<file path="config.mk">
export PLATFORM = sky130hd
export DESIGN_NAME = multicycle_ctrl_flat
export DESIGN_NICKNAME = d
export VERILOG_FILES = /design/src/rtl/mc_ctrl_pkg.sv /design/src/rtl/multicycle_ctrl_if.sv /design/src/rtl/mc_ctrl_wait_timer.sv /design/src/rtl/multicycle_ctrl.sv /design/src/flat_wrapper.sv
export SDC_FILE = /design/constraint.sdc
export NUM_CORES = 1
export LEC_CHECK = 0
export BUFFER_PORTS_ARGS = -buffer_cell sky130_fd_sc_hd__buf_4
export CAP_MARGIN = 20
export CORE_UTILIZATION = 46
export CTS_CLUSTER_DIAMETER = 60
export DETAILED_ROUTE_END_ITERATION = 8
export PLACE_DENSITY = 0.82
export SLEW_MARGIN = 20
export SYNTH_ARGS = -nofsm -noshare
export SYNTH_HDL_FRONTEND = slang
export SYNTH_SLANG_ARGS = --single-unit
</file>
<file path="constraint.sdc">
create_clock -name clk -period 1.7 [get_ports clk]
set_clock_uncertainty 0.2 [all_clocks]
set_input_delay 0.51 -clock clk [delete_from_list [all_inputs] [get_ports clk]]
set_output_delay 0.51 -clock clk [all_outputs]
set_load 0.01 [all_outputs]
</file>
<file path="src/rtl/mc_ctrl_pkg.sv">
// Shared encodings for the multicycle controller: states, opcodes, mux selects
// and the per-state control word decode.
package mc_ctrl_pkg;

  typedef enum logic [3:0] {
    S_IDLE    = 4'd0,
    S_FETCH   = 4'd1,
    S_DECODE  = 4'd2,
    S_MEM_ADR = 4'd3,
    S_MEM_RD  = 4'd4,
    S_MEM_WB  = 4'd5,
    S_MEM_WR  = 4'd6,
    S_R_EXEC  = 4'd7,
    S_R_WB    = 4'd8,
    S_I_EXEC  = 4'd9,
    S_I_WB    = 4'd10,
    S_BRANCH  = 4'd11,
    S_JUMP    = 4'd12,
    S_TRAP    = 4'd13
  } state_t;

  localparam logic [5:0] OP_LW    = 6'b100011;
  localparam logic [5:0] OP_SW    = 6'b101011;
  localparam logic [5:0] OP_RTYPE = 6'b000000;
  localparam logic [5:0] OP_ADDI  = 6'b001000;
  localparam logic [5:0] OP_BEQ   = 6'b000100;
  localparam logic [5:0] OP_BNE   = 6'b000101;
  localparam logic [5:0] OP_J     = 6'b000010;

  localparam logic [1:0] SRCB_REG     = 2'b00;
  localparam logic [1:0] SRCB_FOUR    = 2'b01;
  localparam logic [1:0] SRCB_IMM     = 2'b10;
  localparam logic [1:0] SRCB_IMM_SH2 = 2'b11;

  localparam logic [1:0] ALU_ADD   = 2'b00;
  localparam logic [1:0] ALU_SUB   = 2'b01;
  localparam logic [1:0] ALU_FUNCT = 2'b10;

  localparam logic [1:0] PC_ALU    = 2'b00;
  localparam logic [1:0] PC_ALUOUT = 2'b01;
  localparam logic [1:0] PC_JUMP   = 2'b10;

  // fetch_load marks the FETCH loads (IR and PC) that still need mem_ready
  typedef struct packed {
    logic       mem_read;
    logic       mem_write;
    logic       iord;
    logic       fetch_load;
    logic       reg_write;
    logic       reg_dst;
    logic       mem_to_reg;
    logic       alu_src_a;
    logic [1:0] alu_src_b;
    logic [1:0] alu_op;
    logic [1:0] pc_src;
    logic       pc_write;
    logic       pc_write_cond;
    logic       illegal_op;
    logic       mem_wait;
  } ctrl_t;

  function automatic ctrl_t state_ctrl(input state_t s);
    ctrl_t c;
    c           = '0;
    c.alu_src_b = SRCB_REG;
    c.alu_op    = ALU_ADD;
    c.pc_src    = PC_ALU;
    case (s)
      S_FETCH:   begin c.mem_read = 1'b1; c.fetch_load = 1'b1; c.alu_src_b = SRCB_FOUR; c.mem_wait = 1'b1; end
      S_DECODE:  c.alu_src_b = SRCB_IMM_SH2;
      S_MEM_ADR: begin c.alu_src_a = 1'b1; c.alu_src_b = SRCB_IMM; end
      S_MEM_RD:  begin c.mem_read = 1'b1; c.iord = 1'b1; c.mem_wait = 1'b1; end
      S_MEM_WB:  begin c.reg_write = 1'b1; c.mem_to_reg = 1'b1; end
      S_MEM_WR:  begin c.mem_write = 1'b1; c.iord = 1'b1; c.mem_wait = 1'b1; end
      S_R_EXEC:  begin c.alu_src_a = 1'b1; c.alu_op = ALU_FUNCT; end
      S_R_WB:    begin c.reg_write = 1'b1; c.reg_dst = 1'b1; end
      S_I_EXEC:  begin c.alu_src_a = 1'b1; c.alu_src_b = SRCB_IMM; end
      S_I_WB:    c.reg_write = 1'b1;
      S_BRANCH:  begin c.alu_src_a = 1'b1; c.alu_op = ALU_SUB; c.pc_src = PC_ALUOUT; c.pc_write_cond = 1'b1; end
      S_JUMP:    begin c.pc_src = PC_JUMP; c.pc_write = 1'b1; end
      S_TRAP:    c.illegal_op = 1'b1;
      default:   ;
    endcase
    return c;
  endfunction

endpackage

</file>
<file path="src/rtl/multicycle_ctrl_if.sv">
// Controller <-> datapath/memory signal bundle. master = controller side,
// slave = datapath side.
interface multicycle_ctrl_if #(parameter int OP_W = 6);
  logic [OP_W-1:0] opcode;
  logic            zero;
  logic            mem_ready;
  logic            mem_read;
  logic            mem_write;
  logic            iord;
  logic            ir_write;
  logic            reg_write;
  logic            reg_dst;
  logic            mem_to_reg;
  logic            alu_src_a;
  logic [1:0]      alu_src_b;
  logic [1:0]      alu_op;
  logic [1:0]      pc_src;
  logic            pc_en;
  logic            illegal_op;
  logic            bus_err;
  logic [3:0]      state_o;

  modport master (
    input  opcode, zero, mem_ready,
    output mem_read, mem_write, iord, ir_write, reg_write, reg_dst, mem_to_reg,
           alu_src_a, alu_src_b, alu_op, pc_src, pc_en, illegal_op, bus_err, state_o
  );

  modport slave (
    output opcode, zero, mem_ready,
    input  mem_read, mem_write, iord, ir_write, reg_write, reg_dst, mem_to_reg,
           alu_src_a, alu_src_b, alu_op, pc_src, pc_en, illegal_op, bus_err, state_o
  );
endinterface

</file>
<file path="src/rtl/mc_ctrl_wait_timer.sv">
// Memory wait counter: clears, or counts stalled cycles; flags when the
// count has reached MEM_TIMEOUT.
module mc_ctrl_wait_timer #(
  parameter int MEM_TIMEOUT = 15
) (
  input  logic clk,
  input  logic rst_n,
  input  logic clr,
  input  logic inc,
  output logic timeout
);
  localparam int CNT_W = $clog2(MEM_TIMEOUT + 1);

  logic [CNT_W-1:0] count;

  always_ff @(posedge clk or negedge rst_n) begin
    if (!rst_n)     count <= '0;
    else if (clr)   count <= '0;
    else if (inc)   count <= count + CNT_W'(1);
  end

  assign timeout = (count == CNT_W'(MEM_TIMEOUT));
endmodule

</file>
<file path="src/rtl/multicycle_ctrl.sv">
// Multi-cycle MIPS-subset control FSM. Optional bne support is enabled by
// defining MULTICYCLE_CTRL_BNE_EN.
module multicycle_ctrl
  import mc_ctrl_pkg::*;
#(
  parameter int MEM_TIMEOUT = 15,
  parameter int OP_W        = 6
) (
  input  logic               clk,
  input  logic               rst_n,
  multicycle_ctrl_if.master  bus
);

  state_t          state, state_nx;
  ctrl_t           ctrl;
  logic            bne_q;
  logic            timeout, expired, wait_inc;
  logic [OP_W-1:0] op;

  assign op       = bus.opcode;
  assign wait_inc = ctrl.mem_wait & ~bus.mem_ready & ~timeout;
  assign expired  = ctrl.mem_wait & ~bus.mem_ready & timeout;

  // Any cycle that is not a continued stall restarts the count, which covers
  // entry into a wait state as well as the FETCH retry after a timeout.
  mc_ctrl_wait_timer #(.MEM_TIMEOUT(MEM_TIMEOUT)) u_wait_timer (
    .clk     (clk),
    .rst_n   (rst_n),
    .clr     (~wait_inc),
    .inc     (wait_inc),
    .timeout (timeout)
  );

  always_comb begin
    state_nx = state;
    case (state)
      S_IDLE:   state_nx = S_FETCH;
      S_FETCH:  if (bus.mem_ready) state_nx = S_DECODE;
      S_DECODE: begin
        if (op == OP_W'(OP_LW) || op == OP_W'(OP_SW)) state_nx = S_MEM_ADR;
        else if (op == OP_W'(OP_RTYPE))              state_nx = S_R_EXEC;
        else if (op == OP_W'(OP_ADDI))               state_nx = S_I_EXEC;
        else if (op == OP_W'(OP_BEQ))                state_nx = S_BRANCH;
        else if (op == OP_W'(OP_J))                  state_nx = S_JUMP;
`ifdef MULTICYCLE_CTRL_BNE_EN
        else if (op == OP_W'(OP_BNE))                state_nx = S_BRANCH;
`endif
        else                                         state_nx = S_TRAP;
      end
      S_MEM_ADR: state_nx = (op == OP_W'(OP_LW)) ? S_MEM_RD : S_MEM_WR;
      S_MEM_RD:  if (bus.mem_ready) state_nx = S_MEM_WB;
                 else if (expired)  state_nx = S_FETCH;
      S_MEM_WR:  if (bus.mem_ready || expired) state_nx = S_FETCH;
      S_R_EXEC:  state_nx = S_R_WB;
      S_I_EXEC:  state_nx = S_I_WB;
      S_MEM_WB, S_R_WB, S_I_WB, S_BRANCH, S_JUMP, S_TRAP: state_nx = S_FETCH;
      default:   state_nx = S_IDLE;
    endcase
  end

  // Control word is registered alongside the state so reset clears it at once.
  always_ff @(posedge clk or negedge rst_n) begin
    if (!rst_n) begin
      state <= S_IDLE;
      ctrl  <= '0;
    end else begin
      state <= state_nx;
      ctrl  <= state_ctrl(state_nx);
    end
  end

`ifdef MULTICYCLE_CTRL_BNE_EN
  always_ff @(posedge clk or negedge rst_n) begin
    if (!rst_n)                 bne_q <= 1'b0;
    else if (state == S_DECODE) bne_q <= (op == OP_W'(OP_BNE));
  end
`else
  assign bne_q = 1'b0;
`endif

  assign bus.mem_read   = ctrl.mem_read;
  assign bus.mem_write  = ctrl.mem_write;
  assign bus.iord       = ctrl.iord;
  assign bus.ir_write   = ctrl.fetch_load & bus.mem_ready;
  assign bus.reg_write  = ctrl.reg_write;
  assign bus.reg_dst    = ctrl.reg_dst;
  assign bus.mem_to_reg = ctrl.mem_to_reg;
  assign bus.alu_src_a  = ctrl.alu_src_a;
  assign bus.alu_src_b  = ctrl.alu_src_b;
  assign bus.alu_op     = ctrl.alu_op;
  assign bus.pc_src     = ctrl.pc_src;
  assign bus.pc_en      = ctrl.pc_write
                        | (ctrl.fetch_load & bus.mem_ready)
                        | (ctrl.pc_write_cond & (bus.zero ^ bne_q));
  assign bus.illegal_op = ctrl.illegal_op;
  assign bus.bus_err    = expired;
  assign bus.state_o    = state;

endmodule

</file>
<file path="src/flat_wrapper.sv">
// flat-port wrapper written by rule: the top's interface ports become plain ports
module multicycle_ctrl_flat import mc_ctrl_pkg::*;
#(
  parameter int MEM_TIMEOUT = 15,
  parameter int OP_W        = 6
)
  (clk, rst_n, bus_opcode, bus_zero, bus_mem_ready, bus_mem_read, bus_mem_write, bus_iord, bus_ir_write, bus_reg_write, bus_reg_dst, bus_mem_to_reg, bus_alu_src_a, bus_alu_src_b, bus_alu_op, bus_pc_src, bus_pc_en, bus_illegal_op, bus_bus_err, bus_state_o);
  multicycle_ctrl_if #(.OP_W(OP_W)) bus_i ();
  input  logic clk;
  input  logic rst_n;
  input wire logic [$bits(bus_i.opcode)-1:0] bus_opcode;
  input wire logic [$bits(bus_i.zero)-1:0] bus_zero;
  input wire logic [$bits(bus_i.mem_ready)-1:0] bus_mem_ready;
  output wire logic [$bits(bus_i.mem_read)-1:0] bus_mem_read;
  output wire logic [$bits(bus_i.mem_write)-1:0] bus_mem_write;
  output wire logic [$bits(bus_i.iord)-1:0] bus_iord;
  output wire logic [$bits(bus_i.ir_write)-1:0] bus_ir_write;
  output wire logic [$bits(bus_i.reg_write)-1:0] bus_reg_write;
  output wire logic [$bits(bus_i.reg_dst)-1:0] bus_reg_dst;
  output wire logic [$bits(bus_i.mem_to_reg)-1:0] bus_mem_to_reg;
  output wire logic [$bits(bus_i.alu_src_a)-1:0] bus_alu_src_a;
  output wire logic [$bits(bus_i.alu_src_b)-1:0] bus_alu_src_b;
  output wire logic [$bits(bus_i.alu_op)-1:0] bus_alu_op;
  output wire logic [$bits(bus_i.pc_src)-1:0] bus_pc_src;
  output wire logic [$bits(bus_i.pc_en)-1:0] bus_pc_en;
  output wire logic [$bits(bus_i.illegal_op)-1:0] bus_illegal_op;
  output wire logic [$bits(bus_i.bus_err)-1:0] bus_bus_err;
  output wire logic [$bits(bus_i.state_o)-1:0] bus_state_o;
  assign bus_i.opcode = bus_opcode;
  assign bus_i.zero = bus_zero;
  assign bus_i.mem_ready = bus_mem_ready;
  assign bus_mem_read = bus_i.mem_read;
  assign bus_mem_write = bus_i.mem_write;
  assign bus_iord = bus_i.iord;
  assign bus_ir_write = bus_i.ir_write;
  assign bus_reg_write = bus_i.reg_write;
  assign bus_reg_dst = bus_i.reg_dst;
  assign bus_mem_to_reg = bus_i.mem_to_reg;
  assign bus_alu_src_a = bus_i.alu_src_a;
  assign bus_alu_src_b = bus_i.alu_src_b;
  assign bus_alu_op = bus_i.alu_op;
  assign bus_pc_src = bus_i.pc_src;
  assign bus_pc_en = bus_i.pc_en;
  assign bus_illegal_op = bus_i.illegal_op;
  assign bus_bus_err = bus_i.bus_err;
  assign bus_state_o = bus_i.state_o;
  multicycle_ctrl #(.MEM_TIMEOUT(MEM_TIMEOUT), .OP_W(OP_W)) u_core (.clk(clk), .rst_n(rst_n), .bus(bus_i));
endmodule
</file>
==> flow_summary.toml <==
[floorplan]
io_pins = 31
core_area_mm2 = 0.00250
die-width_um = 53.8
fp.dieH_um = 53.8
initial_utilization_pct = 49.3
num_rows = 18
die_area_mm2 = 0.00289

[clock_network]
cts-root-buf = "clkbuf_4"
htree_levels = 1
clock_latency_ns = 0.33
clk_pin_slew_ns = 0.14
cts_buffers = 3
cts.path.max_buffers = 2
clock-sinks = 24
cts_tree = "done"

[pwr]
netSwitchingFraction_pct = 39.5
p_int_w = 0.00209
p_sw_w = 0.00137
p_seq_share_pct = 24.9
leakagePower_nw = 1.00
irDropWorstVdd_mv = 1.51
pwr-share-comb_pct = 67.1
total_power_w = 0.00345
power.density_mw_per_mm2 = 1640
p_clk_share_pct = 8.0

[routing]
first_iter_violations = 21
viasPerCell = 5.64
post_drt_wl_per_cell_um = 19.1
ant_nets = 0
wl_mm = 4.16
via_count = 1229
first_pass_iters = 4
drc = 0

[timing]
whs_ns = 0.190
drv_slew = 0
final_hold_viol_count = 0
relSlewSlack_pct = 75.3
layout_min_cycle_time_ns = 2.09
fmaxAchievable_mhz = 480
tightest_slew_ns = 0.368
fin_ws_ns = -0.385
tns_ns = -6.16
rsz0062_at_grt = "yes"
setup_violations = 25
min_period_over_period_pct = 123

[synth]
synthArstFlopShare_pct = 100
yosysWarnings = 0
synth-seq-cells = 24
synth-edff-count = 0
synth.yosys.seq_area_share_pct = 48.7
yosysUniqueCellTypes = 49
postSynthCellCount = 111
synth_ff_type = "dfrtp_1"
synth.avg_cell_area_um2 = 11.1
syn_nets = 122
syn_area_mm2 = 0.00123

[global_routing]
grt_max_degree = 25
grt_pass1_wl_mm = 5.69
first_global_vias = 1245
antenna_found_initial = 0
grt_usage_pct = 28.9
overflow = 0

[run_status]
violations = "negative setup slack"
status = "finished with violations"

[worst_setup_path]
crit_arrival_ns = 1.38
critPathKind = "reg2out"
cp.required_ns = 0.99
cp_cell_sequence = "ha_4 > buf_6 > nand3_4 > nor3b_2 > buf_4"
cp_top_family = "flip-flops"
critPathMaxStageDelay_ns = 0.42
worstSetupStartpointType = "flip-flop"
path_buf_inv = 2
crit_path_max_fanout = 2
crit_path_top_delay_cell = "dfrtp_1"
endpoint_kind = "output port"

[place]
dpl.hpwl_mm = 2.42
numPortBuffers = 30
gp_congestion = 0.824
post-place-ws_ns = -0.365

[final_layout]
antenna_cells = 0
num-nets-final = 200
syn2layout_area_growth_pct = 70.7
final_common_cell = "buf_4"
final_cell_mix = "buf_4, dfrtp_1, buf_6"
final_layout_size_suffix_gt1_share_pct = 68.6

[worst_hold_path]
hold_class = "in2reg"

[job]
maxCapViolations = 0
==> power groups by stage <==
| stage | Sequential, W | Clock, W | Combinational (W) |
|---|---|---|---|
| 4_1_cts | 0.000839 | 0.000264 | 0.00210 |
| 3_5_place_dp | 0.000854 | 0 | 0.00159 |
| 5_1_grt | 0.000872 | 0.000296 | 0.00244 |
| 3_3_place_gp | 0.000837 | 0 | 0.00154 |
| 6_report | 0.000858 | 0.000278 | 0.00232 |
| 2_1_floorplan | 0.000878 | 0 | 0.000861 |
==> kinds of logic (layout without fill, tap and decap cells) <==
kind of cell	after synthesis	after routing	share of synthesized area (%)
AO/OA/AOI/OAI	22	22	15.4
XOR/XNOR	3	3	2.13
adder cells (fa/ha/maj)	1	1	1.02
buffers and inverters	11	88	6.50
flip-flops	24	24	48.7
AND/OR/NAND/NOR	50	50	26.2
==> cell usage after synthesis, types with 2 or more instances <==
library cell	n	area, um2
buf_6	2	22.5
nand3_1	3	15.0
inv_1	2	7.51
nor2b_1	2	12.5
xnor2_1	2	17.5
nor3_1	3	15.0
nand2_1	5	18.8
nor2_1	12	45.0
and2b_1	2	15.0
a211o_1	2	17.5
buf_4	6	45.0
a21oi_1	2	10.0
nor3b_1	3	22.5
o21ai_1	4	20.0
nand2b_1	2	12.5
or2_2	2	12.5
nand3b_1	2	15.0
dfrtp_1	24	601
==> metrics by stage <==
stage               std cells  util [%]  area, um2
global route              218      84.1       2100
floorplan                 111         -       1270
finish                    218      84.1       2100
global placement          196      69.0       1730
detailed placement        196      69.0       1730
CTS                       216      81.6       2040
==> per-layer routing <==
metal | part of all wire, % | track usage (%) | vias up
li1 | - | - | 546
met2 | 56 | 55.1 | 49
met3 | 3.4 | 3.39 | 21
met4 | 4.8 | 16.2 | 0
met5 | 0 | 0 | -
met1 | 36 | 29.9 | 613
==> layout make-up <==
type	count	area (um2)
Multi-Input combinational cell	76	728
Timing Repair Buffer	82	698
Tap cell	30	37.5
Inverter	2	7.51
Clock buffer	4	26.3
Fill cell	127	397
Sequential cell	24	606
==> worst paths after layout <==
check | startpoint | end | slack (ns) | cells past startpoint
max in group asynchronous | rst_n | u_core.bus.state_o[1] | 0.62 | 2
hold reg to reg | u_core.u_wait_timer.count[0] | u_core.u_wait_timer.count[0] | 0.49 | 3
setup reg to reg | u_core.u_wait_timer.count[0] | u_core.bus.alu_src_a | -0.37 | 9
min in group asynchronous | rst_n | u_core.u_wait_timer.count[0] | 0.41 | 2
hold / removal | bus_mem_ready | u_core.u_wait_timer.count[2] | 0.19 | 2
setup / recovery | u_core.u_wait_timer.count[0] | bus_bus_err | -0.39 | 5
==> timing repair <==
action	in CTS	in global routing
hold buffers	1	0
pin swaps	17	6
buffers inserted	17	3
resized for setup	39	12
setup endpoints to repair	22	25
endpoints found under the hold margin	24	0
Note: power is estimated with default switching activity, not from simulation.
